<file path="src/rtl/icache_fetch_ctrl.sv">
// rtl/icache_fetch_ctrl.sv - fetch-request sequencer between PC generator and ICache
//
// Holds one PC from the PC generator, issues it to the ICache through the
// valid/addr_ok/data_ok handshake with up to DEPTH requests in flight, and
// buffers returned instructions together with their PCs for decode. A flush
// cancels all fetch state; responses to cancelled requests are drained and
// dropped before fetching resumes.
//
// Optional feature macro: FETCH_PERF_EN (adds perf_req_cnt, perf_cancel_cnt,
// perf_stall_cnt outputs).
//
// Ports:
//   clk, rst                      clock, asynchronous active-high reset
//   pc_valid, pc_in, pc_ready     PC generator handshake
//   flush                         backend redirect
//   icache_valid, icache_tag,
//   icache_index, icache_offset   ICache request
//   icache_addr_ok                ICache accepted request
//   icache_data_ok, icache_rdata  in-order ICache response
//   ins_valid, ins_pc, ins_data   instruction to decode
//   de_allowin                    decode accepts
//   perf_*_cnt                    performance counters (FETCH_PERF_EN only)

module icache_fetch_ctrl #(
    parameter int DEPTH = 2,
    parameter int CW    = 2
) (
    input  logic        clk,
    input  logic        rst,
    input  logic        pc_valid,
    input  logic [31:0] pc_in,
    output logic        pc_ready,
    input  logic        flush,
    output logic        icache_valid,
    output logic [19:0] icache_tag,
    output logic [6:0]  icache_index,
    output logic [4:0]  icache_offset,
    input  logic        icache_addr_ok,
    input  logic        icache_data_ok,
    input  logic [31:0] icache_rdata,
`ifdef FETCH_PERF_EN
    output logic [31:0] perf_req_cnt,
    output logic [31:0] perf_cancel_cnt,
    output logic [31:0] perf_stall_cnt,
`endif
    output logic        ins_valid,
    output logic [31:0] ins_pc,
    output logic [31:0] ins_data,
    input  logic        de_allowin
);

    localparam int AW = (DEPTH > 1) ? $clog2(DEPTH) : 1;

    localparam logic [0:0] ST_RUN    = 1'b0;
    localparam logic [0:0] ST_CANCEL = 1'b1;

    logic [0:0]    state_q, state_d;
    logic          req_hold_valid_q, req_hold_valid_d;
    logic [31:0]   req_pc_q;
    logic [CW-1:0] inflight_q, inflight_d;
    logic [CW-1:0] cancel_cnt_q, cancel_cnt_d;
    logic [CW-1:0] fifo_cnt_q, fifo_cnt_d;
    logic [AW-1:0] ptq_wr_q, ptq_wr_d, ptq_rd_q, ptq_rd_d;
    logic [AW-1:0] fifo_wr_q, fifo_wr_d, fifo_rd_q, fifo_rd_d;

    // Storage needs no reset: entries are only visible while counted valid.
    logic [31:0]   ptq_mem       [DEPTH];
    logic [31:0]   fifo_pc_mem   [DEPTH];
    logic [31:0]   fifo_data_mem [DEPTH];

    logic          state_run;
    logic [CW:0]   occupancy;
    logic          credit_ok;
    logic          accept;
    logic          issue;
    logic          resp;
    logic          pop;

    function automatic logic [AW-1:0] ptr_inc(input logic [AW-1:0] p);
        return (p == AW'(DEPTH - 1)) ? '0 : p + 1'b1;
    endfunction

    assign state_run = (state_q == ST_RUN);

    // Credits cover both outstanding requests and buffered results, so a
    // response can always be written without checking FIFO space.
    assign occupancy = {1'b0, inflight_q} + {1'b0, fifo_cnt_q};
    assign credit_ok = occupancy < (CW + 1)'(DEPTH);

    // rst gates pc_ready so every output reads 0 while reset is held.
    assign pc_ready     = !rst && !req_hold_valid_q && !flush && state_run;
    assign icache_valid = req_hold_valid_q && credit_ok && !flush && state_run;

    assign icache_tag    = req_pc_q[31:12];
    assign icache_index  = req_pc_q[11:5];
    assign icache_offset = req_pc_q[4:0];

    assign accept = pc_valid && pc_ready;
    assign issue  = icache_valid && icache_addr_ok;
    // A data_ok in a flush cycle or while cancelling belongs to a dead request.
    assign resp   = icache_data_ok && state_run && !flush && (cancel_cnt_q == '0);
    assign pop    = ins_valid && de_allowin;

    assign ins_valid = (fifo_cnt_q != '0);
    assign ins_pc    = ins_valid ? fifo_pc_mem[fifo_rd_q]   : 32'h0;
    assign ins_data  = ins_valid ? fifo_data_mem[fifo_rd_q] : 32'h0;

    always_comb begin
        state_d          = state_q;
        req_hold_valid_d = req_hold_valid_q;
        inflight_d       = inflight_q;
        cancel_cnt_d     = cancel_cnt_q;
        fifo_cnt_d       = fifo_cnt_q;
        ptq_wr_d         = ptq_wr_q;
        ptq_rd_d         = ptq_rd_q;
        fifo_wr_d        = fifo_wr_q;
        fifo_rd_d        = fifo_rd_q;

        if (flush) begin
            req_hold_valid_d = 1'b0;
            inflight_d       = '0;
            fifo_cnt_d       = '0;
            ptq_wr_d         = '0;
            ptq_rd_d         = '0;
            fifo_wr_d        = '0;
            fifo_rd_d        = '0;
            // Every live request becomes one response to discard; a data_ok
            // arriving right now already retires one of them.
            if (state_run) begin
                cancel_cnt_d = inflight_q - CW'(icache_data_ok);
            end else begin
                cancel_cnt_d = cancel_cnt_q - CW'(icache_data_ok);
            end
            state_d = (cancel_cnt_d != '0) ? ST_CANCEL : ST_RUN;
        end else if (state_q == ST_CANCEL) begin
            if (icache_data_ok) begin
                cancel_cnt_d = cancel_cnt_q - CW'(1);
                if (cancel_cnt_q == CW'(1)) begin
                    state_d = ST_RUN;
                end
            end
        end else begin
            if (accept) begin
                req_hold_valid_d = 1'b1;
            end else if (issue) begin
                req_hold_valid_d = 1'b0;
            end
            inflight_d = inflight_q + CW'(issue) - CW'(resp);
            fifo_cnt_d = fifo_cnt_q + CW'(resp) - CW'(pop);
            if (issue) begin
                ptq_wr_d = ptr_inc(ptq_wr_q);
            end
            if (resp) begin
                ptq_rd_d  = ptr_inc(ptq_rd_q);
                fifo_wr_d = ptr_inc(fifo_wr_q);
            end
            if (pop) begin
                fifo_rd_d = ptr_inc(fifo_rd_q);
            end
        end
    end

    always_ff @(posedge clk or posedge rst) begin
        if (rst) begin
            state_q          <= ST_RUN;
            req_hold_valid_q <= 1'b0;
            req_pc_q         <= 32'h0;
            inflight_q       <= '0;
            cancel_cnt_q     <= '0;
            fifo_cnt_q       <= '0;
            ptq_wr_q         <= '0;
            ptq_rd_q         <= '0;
            fifo_wr_q        <= '0;
            fifo_rd_q        <= '0;
        end else begin
            state_q          <= state_d;
            req_hold_valid_q <= req_hold_valid_d;
            inflight_q       <= inflight_d;
            cancel_cnt_q     <= cancel_cnt_d;
            fifo_cnt_q       <= fifo_cnt_d;
            ptq_wr_q         <= ptq_wr_d;
            ptq_rd_q         <= ptq_rd_d;
            fifo_wr_q        <= fifo_wr_d;
            fifo_rd_q        <= fifo_rd_d;
            if (accept) begin
                req_pc_q <= pc_in;
            end
        end
    end

    always_ff @(posedge clk) begin
        if (issue) begin
            ptq_mem[ptq_wr_q] <= req_pc_q;
        end
        if (resp) begin
            fifo_pc_mem[fifo_wr_q]   <= ptq_mem[ptq_rd_q];
            fifo_data_mem[fifo_wr_q] <= icache_rdata;
        end
    end

`ifdef FETCH_PERF_EN
    logic [31:0] perf_req_q, perf_cancel_q, perf_stall_q;

    always_ff @(posedge clk or posedge rst) begin
        if (rst) begin
            perf_req_q    <= 32'h0;
            perf_cancel_q <= 32'h0;
            perf_stall_q  <= 32'h0;
        end else begin
            if (issue) begin
                perf_req_q <= perf_req_q + 32'h1;
            end
            if (icache_data_ok && !resp) begin
                perf_cancel_q <= perf_cancel_q + 32'h1;
            end
            if (req_hold_valid_q && !icache_valid && state_run) begin
                perf_stall_q <= perf_stall_q + 32'h1;
            end
        end
    end

    assign perf_req_cnt    = perf_req_q;
    assign perf_cancel_cnt = perf_cancel_q;
    assign perf_stall_cnt  = perf_stall_q;
`endif

`ifndef SYNTHESIS
    always @(posedge clk) begin
        if (!rst) begin
            assert (occupancy <= (CW + 1)'(DEPTH));
            assert (!(icache_data_ok && state_run && inflight_q == '0));
        end
    end
`endif

endmodule

</file>
<file path="config.mk">
export PLATFORM = sky130hd
export DESIGN_NAME = icache_fetch_ctrl
export DESIGN_NICKNAME = d
export VERILOG_FILES = /design/src/rtl/icache_fetch_ctrl.sv
export SDC_FILE = /design/constraint.sdc
export NUM_CORES = 1
export LEC_CHECK = 0
export CAP_MARGIN = 20
export CELL_PAD_IN_SITES_DETAIL_PLACEMENT = 1
export CELL_PAD_IN_SITES_GLOBAL_PLACEMENT = 1
export CORE_MARGIN = 2
export CORE_UTILIZATION = 40
export CTS_BUF_LIST = sky130_fd_sc_hd__clkbuf_8 sky130_fd_sc_hd__clkbuf_16
export CTS_CLUSTER_DIAMETER = 80
export DETAILED_ROUTE_END_ITERATION = 8
export PLACE_DENSITY_LB_ADDON = 0.1
export SETUP_SLACK_MARGIN = 0.1
export SYNTH_ARGS = -nofsm -noshare
export SYNTH_HDL_FRONTEND = slang
export SYNTH_SLANG_ARGS = --single-unit
</file>
<file path="constraint.sdc">
create_clock -name clk -period 3.7 [get_ports clk]
set_input_delay 0.74 -clock clk [delete_from_list [all_inputs] [get_ports clk]]
set_output_delay 0.74 -clock clk [all_outputs]
set_load 0.005 [all_outputs]
</file>
Yosys cells after proc, flatten, opt, wreduce, memory -nomap -nowiden
Memories as Yosys holds them, arrays and structs flattened.
Cells that the tools add are included.
{"block": "op_classes", "n_reduce_logical": 29, "muxes": 40, "magnitude_cmp": 1, "bitwise_logic": 1, "div_mod_pow": 0, "n_eq_ne": 2, "n_mul": 0, "add_sub_neg": 12, "n_shift": 0}
{"operator": "two-way mux 32 bit", "count": 2}
{"operator": "two-way mux 1 bit", "count": 29}
{"operator": "two-way mux 2 bit", "count": 9}
{"operator": "nonzero test 2 bit", "count": 7}
{"operator": "logical AND 1 bit", "count": 12}
{"operator": "AND reduction 2 bit", "count": 5}
{"operator": "subtractor 2 x 1 -> 2 bit", "count": 4}
{"operator": "adder 1 bit, second input constant", "count": 4}
{"operator": "adder 2 x 1 -> 2 bit", "count": 2}
{"operator": "adder 2 x 2 -> 3 bit", "count": 1}
{"operator": "logical NOT 1 bit", "count": 3}
{"operator": "< comparator 3 x 2 -> 1 bit, second input constant", "count": 1}
{"operator": "nonzero test 3 bit", "count": 1}
{"operator": "equality test 2 x 1 -> 1 bit, second input constant", "count": 1}
{"operator": "logical NOT 2 bit", "count": 1}
{"operator": "!= test 2 bit, second input constant", "count": 1}
{"operator": "subtractor 2 x 1 -> 2 bit, second input constant", "count": 1}
{"operator": "inverter 1 bit", "count": 1}
{"block": "totals", "register_bits": 44, "rom_bits": 0, "latch_bits": 0, "mem_bits_rw": 192, "memories": 3}
{"memory": "fifo_data_mem", "depth": 2, "width": 32, "read_ports": 1, "rd_clocked_by_memory_dff": 0, "wr": 1, "line": "69", "text": "logic [31:0] fifo_data_mem [DEPTH];"}
{"memory": "fifo_pc_mem", "depth": 2, "width": 32, "read_ports": 1, "rd_clocked_by_memory_dff": 0, "wr": 1, "line": "68", "text": "logic [31:0] fifo_pc_mem [DEPTH];"}
{"memory": "ptq_mem", "depth": 2, "width": 32, "read_ports": 1, "rd_clocked_by_memory_dff": 0, "wr": 1, "line": "67", "text": "logic [31:0] ptq_mem [DEPTH];"}

Depth between registers and ports, before layout
{"block": "logic_depth", "depth_word": 10, "ltp_mapped": 10, "ltp_nobuf": 10}

Worst setup path before layout
Ideal clock, no wire load.
{"block": "synth_timing", "kind": "input port to flip-flop", "from": "input port flush", "to": "memory fifo_data_mem[0][0] (enable)", "t_required_ns": 3.213, "n_path_buf": 0, "slack_ns": -0.493, "cell_stages": 2, "setup_ns": 0.487, "arrival_time_ns": 3.706, "cell_sequence": "nand4bb_1 nor2_1"}
{"block": "synth_via", "elab_chain_cells": 5}
{"element": "from (decl)", "line": "33", "text": "input logic flush,"}
{"element": "logical NOT 1 bit", "line": "101", "text": "assign resp = icache_data_ok && state_run && !flush && (cancel_cnt_q == '0);"}
{"element": "logical AND 1 bit (2 in a row)", "line": "101"}
{"element": "two-way mux 1 bit", "line": "195", "text": "if (resp) begin"}
{"element": "two-way mux 1 bit (implied by the code)", "line": "197", "text": "fifo_data_mem[fifo_wr_q] <= icache_rdata;"}
{"element": "to (decl)", "line": "69"}
Every way passes these cells.

Worst setup path after layout
{"block": "layout_timing", "from": "register fifo_cnt_q[0]", "to": "output port icache_valid"}
{"block": "layout_via", "elab_chain_cells": 5}
{"element": "from (decl)", "line": "62", "text": "logic [CW-1:0] fifo_cnt_q, fifo_cnt_d;"}
{"element": "from (signal assigned)", "line": "180", "text": "fifo_cnt_q <= fifo_cnt_d;"}
{"element": "adder 2 x 2 -> 3 bit", "line": "87", "text": "assign occupancy = {1'b0, inflight_q} + {1'b0, fifo_cnt_q};"}
{"element": "< comparator 3 x 2 -> 1 bit", "line": "88", "text": "assign credit_ok = occupancy < (CW + 1)'(DEPTH);"}
{"element": "logical AND 1 bit (3 in a row)", "line": "92", "text": "assign icache_valid = req_hold_valid_q && credit_ok && !flush && state_run;"}
{"element": "to (decl)", "line": "34", "text": "output logic icache_valid,"}
Every way passes these cells.

==> key figures <==
Status
  – Status: finished clean

Power and ir drop
  – Leak: 4.25 nW
  – Combinational share of power: 15.4%
  – Power Density: 573 nW/um2
  – Switch share: 23.3%
  – P_int: 0.00529 W
  – VDD IR-drop max: 0.373 mV
  – Pwr Total: 0.00690 W
  – Sequential share of power: 51.1%
  – Clock group share of total power: between 30% and 40%
  – Sw Pwr: approximately 0.0016 W

Die
  – I/O pin count: 170
  – Initial Utilization: 40.6%
  – Die height: between 150 and 200 um
  – Std-Cell Rows: 55
  – Die area: 24200 um2
  – Chip Width: 155 um
  – Core ar.: 22600 um2

Layout
  – Antenna diode count: 0
  – Layout cells sized above 1: 17.2%
  – Post-route insts no fill: a little over 1k
  – Synth-to-Final Area Change: 31.3%
  – # fillers: 2102
  – Total Nets Final: 782

Setup path
  – Critical path launch point type: flop
  – Critical path type: flop to primary output
  – CP Data Arrival Time: 2.51 ns
  – Worst Path Max Fanout: 5
  – Critical Path RT: just under 3 ns
  – Kind of end point of the critical path: primary output

CTS
  – CTS buffer count: 25
  – Clock Sinks: 236
  – Postcts setup bufs: 0
  – Max Root-Sink Buffers: 3
  – Htree depth: 1
  – Clock Latency Late Sink: about 0.5 ns
  – Post-CTS resize count: 0
  – Clock transition at path regs: about 0.060 ns
  – Clock root cell: clkbuf_16
  – # hold bufs at CTS: 0
  – CTS tree: done

Synth
  – Syn nets: 597
  – Netlist cell types: 30
  – Avg Cell Area, Syn: 17.7 um2
  – Seq/Total Area, Yosys: 74.9%
  – Number of synthesized flops with an enable pin: roughly 190
  – Most frequent cell after synthesis: edfxtp_1
  – Synth async-reset ratio: 18.6%
  – Most used DFF post-synth: edfxtp_1
  – Largest cells by area after synthesis: edfxtp_1 63%, dfrtp_1 12%, mux2i_1 7.5%
  – Syn Std Cell Area: 9170 um2
  – Yosys warning total: 0
  – Largest area contributor in the netlist: edfxtp_1
  – Top cells by count, synth: 192 x edfxtp_1, 72 x nor2_1, 69 x mux2i_1
  – Area share of the leading cell type in the synthesized netlist: 62.9%
  – Yosys reg bits: 236
  – Mapped Cells: 518

GRT
  – Overflow after GRT: 0
  – First-pass GRT wire length: 30000 um
  – Largest net degree at the start of global routing: 49
  – Met1 Use GR: 20.9%
  – Vias in the first global route: around 5.4k
  – Initial antenna violation count: 0
  – GR Util All Layers: 16.0%
  – Met3 usage in global routing: under 10%
  – Grt peak-use layer: met2
  – Met2 usage: about 27%

Route
  – DR WL/cell: 19.2 um
  – Starting DRT DRC Count: 243
  – Vias post-DR: 4935
  – Iteration count of the initial detailed-routing pass: 4
  – Detail Route Antenna Nets: 0
  – Routed vias/inst: a little under 5
  – DR DRC count: 0
  – Final WL: around 19000 um

Timing
  – Final Slew Violations: 0
  – Setup Viol. Count Final: 0
  – Fin. Hold Viols: 0
  – Fin crit period: 3.25 ns
  – Worst hold slack: 0.505 ns
  – RSZ-0062 raised after global routing: false
  – Fmax: 308 MHz
  – Slew margin rel.: approximately two fifths
  – Setup TNS: 0 ns
  – Final Cycle Share: between 80% and 90%
  – Slew @ Worst Pin: 0.871 ns
  – Final Skew: ~0.0085 ns

Place
  – DP Wirelength: 12700 um
  – Placed Instances: between 900 and 1k
  – RePlAce Congestion: roughly 0.7
  – Input/output buffers: between 150 and 200

Worst hold path
  – Worst Hold Class: flop to flop

Flow run
  – Max_cap viols: 0
## per-stage QoR
step / instance area (um2) / worst slack, ns / util, %
2_1_floorplan: 9180 / 0.570 / -
5_1_grt: 12000 / 0.307 / 53.3
3_5_place_dp: 11300 / 0.603 / 49.9
6_report: 12000 / 0.448 / 53.3
3_3_place_gp: 11300 / 0.672 / 49.9
4_1_cts: 12000 / 0.371 / 53.3
## critical path, stage by stage, from the launching register on
cell and delay, ns:
dfrtp_1 0.45, and2_1 0.18, fa_1 0.44, nor2_1 0.21
and3_1 0.22, clkdlybuf4s50_1 0.51
## logic make-up after synthesis
| group | count (synthesis) | synth area share (%) |
|---|---|---|
| compound gates | 17 | 1.08 |
| xor+xnor | 4 | 0.382 |
| mux | 133 | 16.6 |
| buf+inv | 33 | 1.79 |
| fa+ha+maj | 8 | 1.17 |
| flops | 236 | 74.9 |
| simple gates | 87 | 4.11 |
## layout by cell type, fill, tap and decap left out, types with 3 or more instances in the layout
cell,n
mux2i_1,69
nor2_1,69
mux2_4,30
inv_1,14
a21oi_1,7
edfxtp_1,192
dfrtp_1,42
nor2_4,3
clkdlybuf4s50_1,169
o21ai_0,6
clkinv_1,3
buf_4,9
clkinv_2,6
clkbuf_16,25
xnor2_1,3
mux2_2,34
ha_1,7
buf_12,4
or3_1,3
## path summary, 6_finish.rpt
path,from,end,slack (ns),depth (start not counted)
min in group asynchronous,rst,cancel_cnt_q[1]$_DFFE_PP0P_,0.67,2
max in group asynchronous,rst,req_pc_q[5]$_DFFE_PP0P_,2.28,3
worst max-delay path,fifo_cnt_q[0]$_DFFE_PP0P_,icache_valid,0.45,5
worst min register to register,req_pc_q[17]$_DFFE_PP0P_,ptq_mem[1][17]$_DFFE_PP_,0.50,0
worst min-delay path,req_pc_q[17]$_DFFE_PP0P_,ptq_mem[1][17]$_DFFE_PP_,0.50,0
worst max register to register,fifo_cnt_q[0]$_DFFE_PP0P_,inflight_q[1]$_DFFE_PP0P_,0.89,10
## power groups by stage
stage	clock network (W)	logic [W]	registers [W]
final	0.00231	0.00106	0.00353
after detailed placement	0	0.00107	0.00358
after CTS	0.00240	0.00108	0.00353
after global placement	0	0.00104	0.00356
after floorplan	0	0.000511	0.00346
after global routing	0.00249	0.00114	0.00356
## cell type report
| class | instances | area [um2] | share of cell area, % |
|---|---|---|---|
| Inverter | 9 | 33.8 | 0.281 |
| Clock inverter | 19 | 119 | 0.987 |
| Sequential cell | 236 | 6870 | 57.1 |
| Tap cell | 285 | 357 | 2.96 |
| Timing Repair Buffer | 182 | 1840 | 15.3 |
| Clock buffer | 27 | 653 | 5.42 |
| Multi-Input combinational cell | 249 | 2170 | 18.0 |
## routing by layer
metal  vias to the layer above  routed length (um)  part of all wire, %
li1                       2292                   -                    -
met1                      2470                8360                   43
met2                       143                9630                   50
met3                        30                 945                  4.9
met4                         0                 446                  2.3
met5                         -                   0                    0
## registers in the layout (all words and copies together), names as in the netlist
register	count
inflight_q	2
req_pc_q	32
fifo_pc_mem	64
fifo_cnt_q	2
cancel_cnt_q	2
fifo_rd_q	1
req_hold_valid_q	1
ptq_wr_q	1
ptq_rd_q	1
fifo_wr_q	1
state_q	1
ptq_mem	64
fifo_data_mem	64
(Power assumes the default switching activity.)
